<file path="config.mk">
export PLATFORM = sky130hd
export DESIGN_NAME = freq_meter
export DESIGN_NICKNAME = d
export VERILOG_FILES = /design/src/rtl/freq_meter.sv
export SDC_FILE = /design/constraint.sdc
export NUM_CORES = 1
export LEC_CHECK = 0
export CAP_MARGIN = 20
export CORE_MARGIN = 4
export CORE_UTILIZATION = 59
export DETAILED_ROUTE_END_ITERATION = 10
export PLACE_DENSITY = 0.79
export SLEW_MARGIN = 5
export SYNTH_ARGS = -nofsm -noshare
export SYNTH_HDL_FRONTEND = slang
export SYNTH_SLANG_ARGS = --single-unit
</file>
<file path="constraint.sdc">
create_clock -name clk_1m_in -period 3.8 [get_ports clk_1m_in]
set_clock_uncertainty 0.15 [all_clocks]
set_input_delay 0.38 -clock clk_1m_in [delete_from_list [all_inputs] [get_ports clk_1m_in]]
set_output_delay 0.38 -clock clk_1m_in [all_outputs]
set_load 0.005 [all_outputs]
</file>
<file path="src/rtl/freq_meter.sv">
// Period meter: times rising edges of a slow async square wave in core-clock cycles,
// averages 2^AVG_LOG2 periods per result, strobes valid_out, flags loss of signal.
module freq_meter #(
  parameter int CNT_W    = 16,
  parameter int TIMEOUT  = 50000,
  parameter int AVG_LOG2 = 2
) (
  input  logic             clk_1m_in,
  input  logic             reset_b,
  input  logic             sig_in,
  input  logic             enable,
  output logic [CNT_W-1:0] period_out,
  output logic             valid_out,
  output logic             timeout_out
);

  localparam int ACC_W = CNT_W + AVG_LOG2;
  localparam int NS_W  = AVG_LOG2 + 1;
  localparam logic [CNT_W-1:0] CNT_LAST = CNT_W'(TIMEOUT - 1);
  localparam logic [NS_W-1:0]  NS_FULL  = NS_W'(1 << AVG_LOG2);

  typedef enum logic [1:0] {
    IDLE,
    ARM,
    MEASURE
  } state_t;

  state_t state, state_nxt;

  logic sync1, sync2, prev;
  logic rise;

  logic [CNT_W-1:0] cnt, cnt_nxt;
  logic [ACC_W-1:0] acc, acc_nxt;
  logic [NS_W-1:0]  nsamp, nsamp_nxt;
  logic [CNT_W-1:0] period_nxt;
  logic             valid_nxt;
  logic             timeout_nxt;

  logic [CNT_W-1:0] sample;
  logic [ACC_W-1:0] acc_sum;
  logic [NS_W-1:0]  nsamp_inc;
  logic             cnt_last;

  // Synchronizer and prev run in every state so enabling with sig_in high sees no edge.
  always_ff @(posedge clk_1m_in) begin
    if (!reset_b) begin
      sync1 <= 1'b0;
      sync2 <= 1'b0;
      prev  <= 1'b0;
    end else begin
      sync1 <= sig_in;
      sync2 <= sync1;
      prev  <= sync2;
    end
  end

  assign rise      = sync2 & ~prev;
  assign sample    = cnt + CNT_W'(1);
  assign acc_sum   = acc + ACC_W'(sample);
  assign nsamp_inc = nsamp + NS_W'(1);
  assign cnt_last  = (cnt == CNT_LAST);

  always_ff @(posedge clk_1m_in) begin
    if (!reset_b) begin
      state       <= IDLE;
      cnt         <= '0;
      acc         <= '0;
      nsamp       <= '0;
      period_out  <= '0;
      valid_out   <= 1'b0;
      timeout_out <= 1'b0;
    end else begin
      state       <= state_nxt;
      cnt         <= cnt_nxt;
      acc         <= acc_nxt;
      nsamp       <= nsamp_nxt;
      period_out  <= period_nxt;
      valid_out   <= valid_nxt;
      timeout_out <= timeout_nxt;
    end
  end

  always_comb begin
    state_nxt   = state;
    cnt_nxt     = cnt;
    acc_nxt     = acc;
    nsamp_nxt   = nsamp;
    period_nxt  = period_out;
    valid_nxt   = 1'b0;
    timeout_nxt = timeout_out;

    if (!enable) begin
      state_nxt   = IDLE;
      cnt_nxt     = '0;
      acc_nxt     = '0;
      nsamp_nxt   = '0;
      timeout_nxt = 1'b0;
    end else begin
      case (state)
        IDLE: begin
          cnt_nxt     = '0;
          acc_nxt     = '0;
          nsamp_nxt   = '0;
          timeout_nxt = 1'b0;
          state_nxt   = ARM;
        end
        ARM: begin
          if (rise) begin
            cnt_nxt   = '0;
            state_nxt = MEASURE;
          end else if (cnt_last) begin
            timeout_nxt = 1'b1;
            cnt_nxt     = '0;
          end else begin
            cnt_nxt = sample;
          end
        end
        MEASURE: begin
          // An edge on the timeout cycle wins: a period of exactly TIMEOUT is a valid sample.
          if (rise) begin
            cnt_nxt = '0;
            if (nsamp_inc == NS_FULL) begin
              period_nxt  = CNT_W'(acc_sum >> AVG_LOG2);
              valid_nxt   = 1'b1;
              timeout_nxt = 1'b0;
              acc_nxt     = '0;
              nsamp_nxt   = '0;
            end else begin
              acc_nxt   = acc_sum;
              nsamp_nxt = nsamp_inc;
            end
          end else if (cnt_last) begin
            timeout_nxt = 1'b1;
            acc_nxt     = '0;
            nsamp_nxt   = '0;
            cnt_nxt     = '0;
            state_nxt   = ARM;
          end else begin
            cnt_nxt = sample;
          end
        end
        default: begin
          state_nxt = IDLE;
        end
      endcase
    end
  end

endmodule

</file>
======== Word level (Yosys, flattened, before mapping) ========
Cells that the tools add are included.
storage, ports and cells
  flip-flop bits (word level) ............. 60
  output and inout bits ................... 18
operators by class
  add/sub/neg operators ................... 3
  equality and inequality tests ........... 10
  mux-type cells .......................... 21
  bitwise operators ....................... 2
  reductions and logical operators ........ 11
operator list
  operator                 count
  $mux W18                 3
  $pmux W18 S2             1
  $mux W16                 2
  $pmux W16 S2             1
  $add A18 B16 Y18         1
  $add A16 B1 Y16 const B  1
  $eq A16 B16 Y1 const B   1
  $mux W3                  3
  $ne A2 B2 Y1 const B     4
  $reduce_and A4 Y1        2
  $mux W2                  3
  $ne A3 B3 Y1 const B     2
  $pmux W2 S3              1
  $pmux W3 S2              1
  $reduce_and A3 Y1        2
  $mux W1                  5
  $reduce_and A2 Y1        2
  $reduce_bool A2 Y1       2
  $add A3 B1 Y3 const B    1
  $eq A3 B3 Y1 const B     1
  $pmux W1 S3              1
  $reduce_bool A3 Y1       1
  $eq A2 B1 Y1 const B     1
  $eq A2 B2 Y1 const B     1
  4 further kinds          4

======== Longest topological paths before layout ========
  depth in word-level cells ............... 5
  depth in mapped cells ................... 12

======== Worst setup path after synthesis ========
Ideal clock, no wire load.
  path kind ............................... reg2reg
  start ................................... register cnt[3]
  end ..................................... register acc[16]
  setup time .............................. 0.074 ns
  arrival ................................. 2.969 ns
  path slack .............................. 0.607 ns
  stages on the path, launching flop included .. 13
  path buffers ............................ 1
  clock period less this slack ............ 3.193 ns
  cell sequence ........................... dfxtp_1 nand3_2 or4_4 buf_6 nor2_1 xor2_1 ha_1 a21o_1 a21oi_1 or3b_1 o221a_2 nand2b_1 a31oi_1
on the way
  word-level cells in the longest chain between the ends .. 5
  elaborated cells between the ends (all ways) .. 8
RTL lines
  element                 RTL line  RTL
  start, declared         33        logic [CNT_W-1:0] cnt, cnt_nxt;
  start signal, assigned  75        cnt <= cnt_nxt;
  $add A16 B1 Y16         59        assign sample = cnt + CNT_W'(1);
  $add A18 B16 Y18        60        assign acc_sum = acc + ACC_W'(sample);
  $mux W18                123       if (nsamp_inc == NS_FULL) begin
  $mux W18                121       if (rise) begin
  $pmux W18 S2            100       case (state)
  end signal, assigned    76        acc <= acc_nxt;
  end, declared           34        logic [ACC_W-1:0] acc, acc_nxt;
Parallel ways exist; a longest one is shown, timed or not.
A chain may end at the register's enable or synchronous reset.

======== Worst setup path in the final report ========
  start ................................... register cnt[0]
  end ..................................... register period_out[15]
on the way
  word-level cells in the longest chain between the ends .. 2
RTL lines
  element               RTL line  RTL
  $add A16 B1 Y16       59
  $add A18 B16 Y18      60
  end signal, assigned  78        period_out <= period_nxt;
  end, declared         12        output logic [CNT_W-1:0] period_out,
No other way between the ends.

==> impl_metrics.csv <==
group,metric,value,unit
global_route,antenna_found_initial,0,
power,cellPowerDensity,350,mW/mm²
floorplan,die_area,0.00725,mm²
cells_and_area,post-route-cell-area,0.00398,mm²
route,firstDrtPassIters,5,
cells_and_area,seq_area,0.00120,mm²
critical_path,cpMaxStageDelayCell,"dfxtp_1",
cts,insertion_delay,0.35,ns
global_route,grt_pass1_wl,13.6,mm
route,drt_iter0_drc,185,
route,final_antenna_net_count,0,
cts,h-tree-depth,3,
logic_synthesis,ys_seq_area_share,34.2,%
critical_path,critPathKind,"reg2reg",
cts,cts.clk_slew.worst_paths,0.07,ns
floorplan,pin_count,22,
route,dr_total_vias,3164,
cells_and_area,area_growth,13.4,%
power,peakVddDrop,0.360,mV
critical_path,cp_cell_sequence,"ha_1 -> nand4_1 -> nor2_1 -> nand3_1 -> xnor2_1 -> ha_1 -> a21o_1 -> a21oi_1 -> o21ai_0 -> o21a_1 -> or3_1 -> a31oi_1",
cells_and_area,final_common_cell,"dfxtp_1",
logic_synthesis,synth.distinct_cells,58,
logic_synthesis,syn_area,0.00351,mm²
cells_and_area,layout_common_cells,"dfxtp_1, nor2_1, nand2_1, a21oi_1, ha_1",
sta,finalCritPeriodShare,91.5,%
power,p_leak,1.57,nW
cts,clkSinkCount,60,
cells_and_area,nets,461,
cts,cts_buffer_depth,2,
cells_and_area,multi_input_area,0.00216,mm²
floorplan,die_w,85.2,µm
placed_design,dpl_cell_area,0.00373,mm²
logic_synthesis,synthArstFlopShare,0,%
cts,ctsHoldBuffers,0,
critical_path,worstPathRequired,3.93,ns
critical_path,arrival,3.61,ns
cells_and_area,diodes,0,
cells_and_area,instances_no_fill,510,
global_route,overflow,0,
sta,final-setup-viol-count,0,
run_status,outcome,"completed",
logic_synthesis,synth_fp_nets,448,
cts,cts_setup_buffers,0,
critical_path,cp_max_fo,7,
cells_and_area,nFillCells,445,
worst_hold_path,hp-class,"reg2reg",
run,cap_violations,0,
sta,grt_setup_unrepaired,"false",
placed_design,hpwlAfterDp,5.76,mm
placed_design,gp_congestion,0.839,
cts,clockRootBuffer,"clkbuf_8",
floorplan,die_h,85.2,µm
floorplan,coreArea,0.00564,mm²
power,p_total,1.39,mW
sta,setup_slack,0.321,ns
cells_and_area,final_core_util,70.6,%
global_route,grt_max_degree,35,
cts,cts_tree,"done",
floorplan,start_util,62.3,%
logic_synthesis,synth_edf_count,0,
placed_design,io_buffers,21,
cts,cts_resized,0,
sta,slew_headroom,45.3,%
sta,worst_pin_slew,0.820,ns
cells_and_area,drive_gt1_share,7.08,%
global_route,grt_pass1_vias,2963,
placed_design,place_ws,0.430,ns
route,viasPerCell,6.20,
critical_path,end_kind,"register",
critical_path,crit_top_cell,"ha_1",
logic_synthesis,avgSynthCellArea,8.36,µm²
floorplan,row_count,27,
logic_synthesis,synth_seq_cells,60,
sta,worst_hold_slack,0.292,ns
route,wl_per_cell,16.0,µm
sta,setup_tns,0,ns
logic_synthesis,syn_inst,420,
critical_path,critPathMaxStageDelay,0.41,ns
route,drc,0,
logic_synthesis,synth-main-ff-cell,"dfxtp_1",
global_route,grt_use_total,23.1,%
sta,finalHoldViolations,0,
cts,cts_inserted_buffers,9,
route,drt_wl_total,8.17,mm
sta,maxSlewViolCount,0,
sta,period_minus_slack,3.48,ns
logic_synthesis,yosysWarningCount,0,
placed_design,dp_cells,494,
critical_path,start_kind,"register",
sta,max_freq,0.287,GHz
[power breakdown]
part	internal (mW)	switching, mW
clock	0.453	0.262
combinational	0.0149	0.0315
sequential	0.631	0.00184
total	1.10	0.295
[worst max-delay path: cells and delay by family (launching register included)]
kind            cells  cell delay, ns
compound gates      5            1.08
fa+ha+maj           2            0.66
xor+xnor            1            0.17
flops               1            0.41
simple gates        4            0.93
[worst paths after layout]
check | from | end | slack, ns | depth (start not counted)
hold reg to reg | sync1$_SDFF_PN0_ | sync2$_SDFF_PN0_ | 0.29 | 1
setup reg to reg | cnt[0]$_SDFFE_PN0P_ | period_out[15]$_SDFFE_PN0P_ | 0.32 | 12
setup / recovery | cnt[0]$_SDFFE_PN0P_ | period_out[15]$_SDFFE_PN0P_ | 0.32 | 12
hold / removal | sync1$_SDFF_PN0_ | sync2$_SDFF_PN0_ | 0.29 | 1
[Yosys cell counts (3+ instances only)]
cell type	instances	area share, %
a22oi_1	16	3.4
or3_1	9	1.6
dfxtp_1	60	34
nor2_1	42	4.5
a32o_1	4	1.1
clkbuf_1	14	1.5
nand3_1	22	3.1
a21oi_1	29	4.1
nand3b_1	7	1.5
o2111ai_1	3	0.75
nand2_1	35	3.7
nand4_1	8	1.4
xnor2_1	12	3.0
a31oi_1	3	0.53
inv_1	14	1.5
a21o_1	9	1.9
a211oi_1	4	0.86
nor3_1	6	0.86
o21ai_0	22	3.1
o21a_1	3	0.64
nand2b_1	3	0.53
a2111oi_0	3	0.75
and2_1	6	1.1
a21boi_0	8	1.7
xor2_1	12	3.0
ha_1	23	8.2
buf_2	6	0.86
[metal layers]
metal	up-vias	track usage [%]	share of wire [%]
li1	1566	-	-
met3	17	6.60	5.2
met1	1493	28.2	44
met2	88	38.7	48
met5	-	0	0
met4	0	8.20	2.6
[logic make-up after synthesis]
| family | after synthesis | synth area share, % |
|---|---|---|
| xor gates and xnor gates | 24 | 5.98 |
| AOI/OAI and AO/OA | 119 | 23.7 |
| DFF | 60 | 34.2 |
| buffers and inverters | 36 | 4.38 |
| adders and majority gates | 24 | 8.76 |
| and+or+nand+nor | 157 | 23.0 |
[cell type report]
class | count | area share [%]
multi-input cells | 324 | 54.2
flip-flops and latches | 60 | 30.2
repair buffers | 24 | 5.84
clock buffers | 10 | 3.46
clock inverters | 6 | 2.80
well taps | 72 | 2.26
inverters | 14 | 1.32
[sequential cells by signal, indices dropped and copies added (netlist names)]
name         cells
cnt             16
prev             1
state            2
sync1            1
period_out      16
nsamp            3
acc             18
valid_out        1
timeout_out      1
sync2            1
Note: power is estimated with default switching activity, not from simulation.
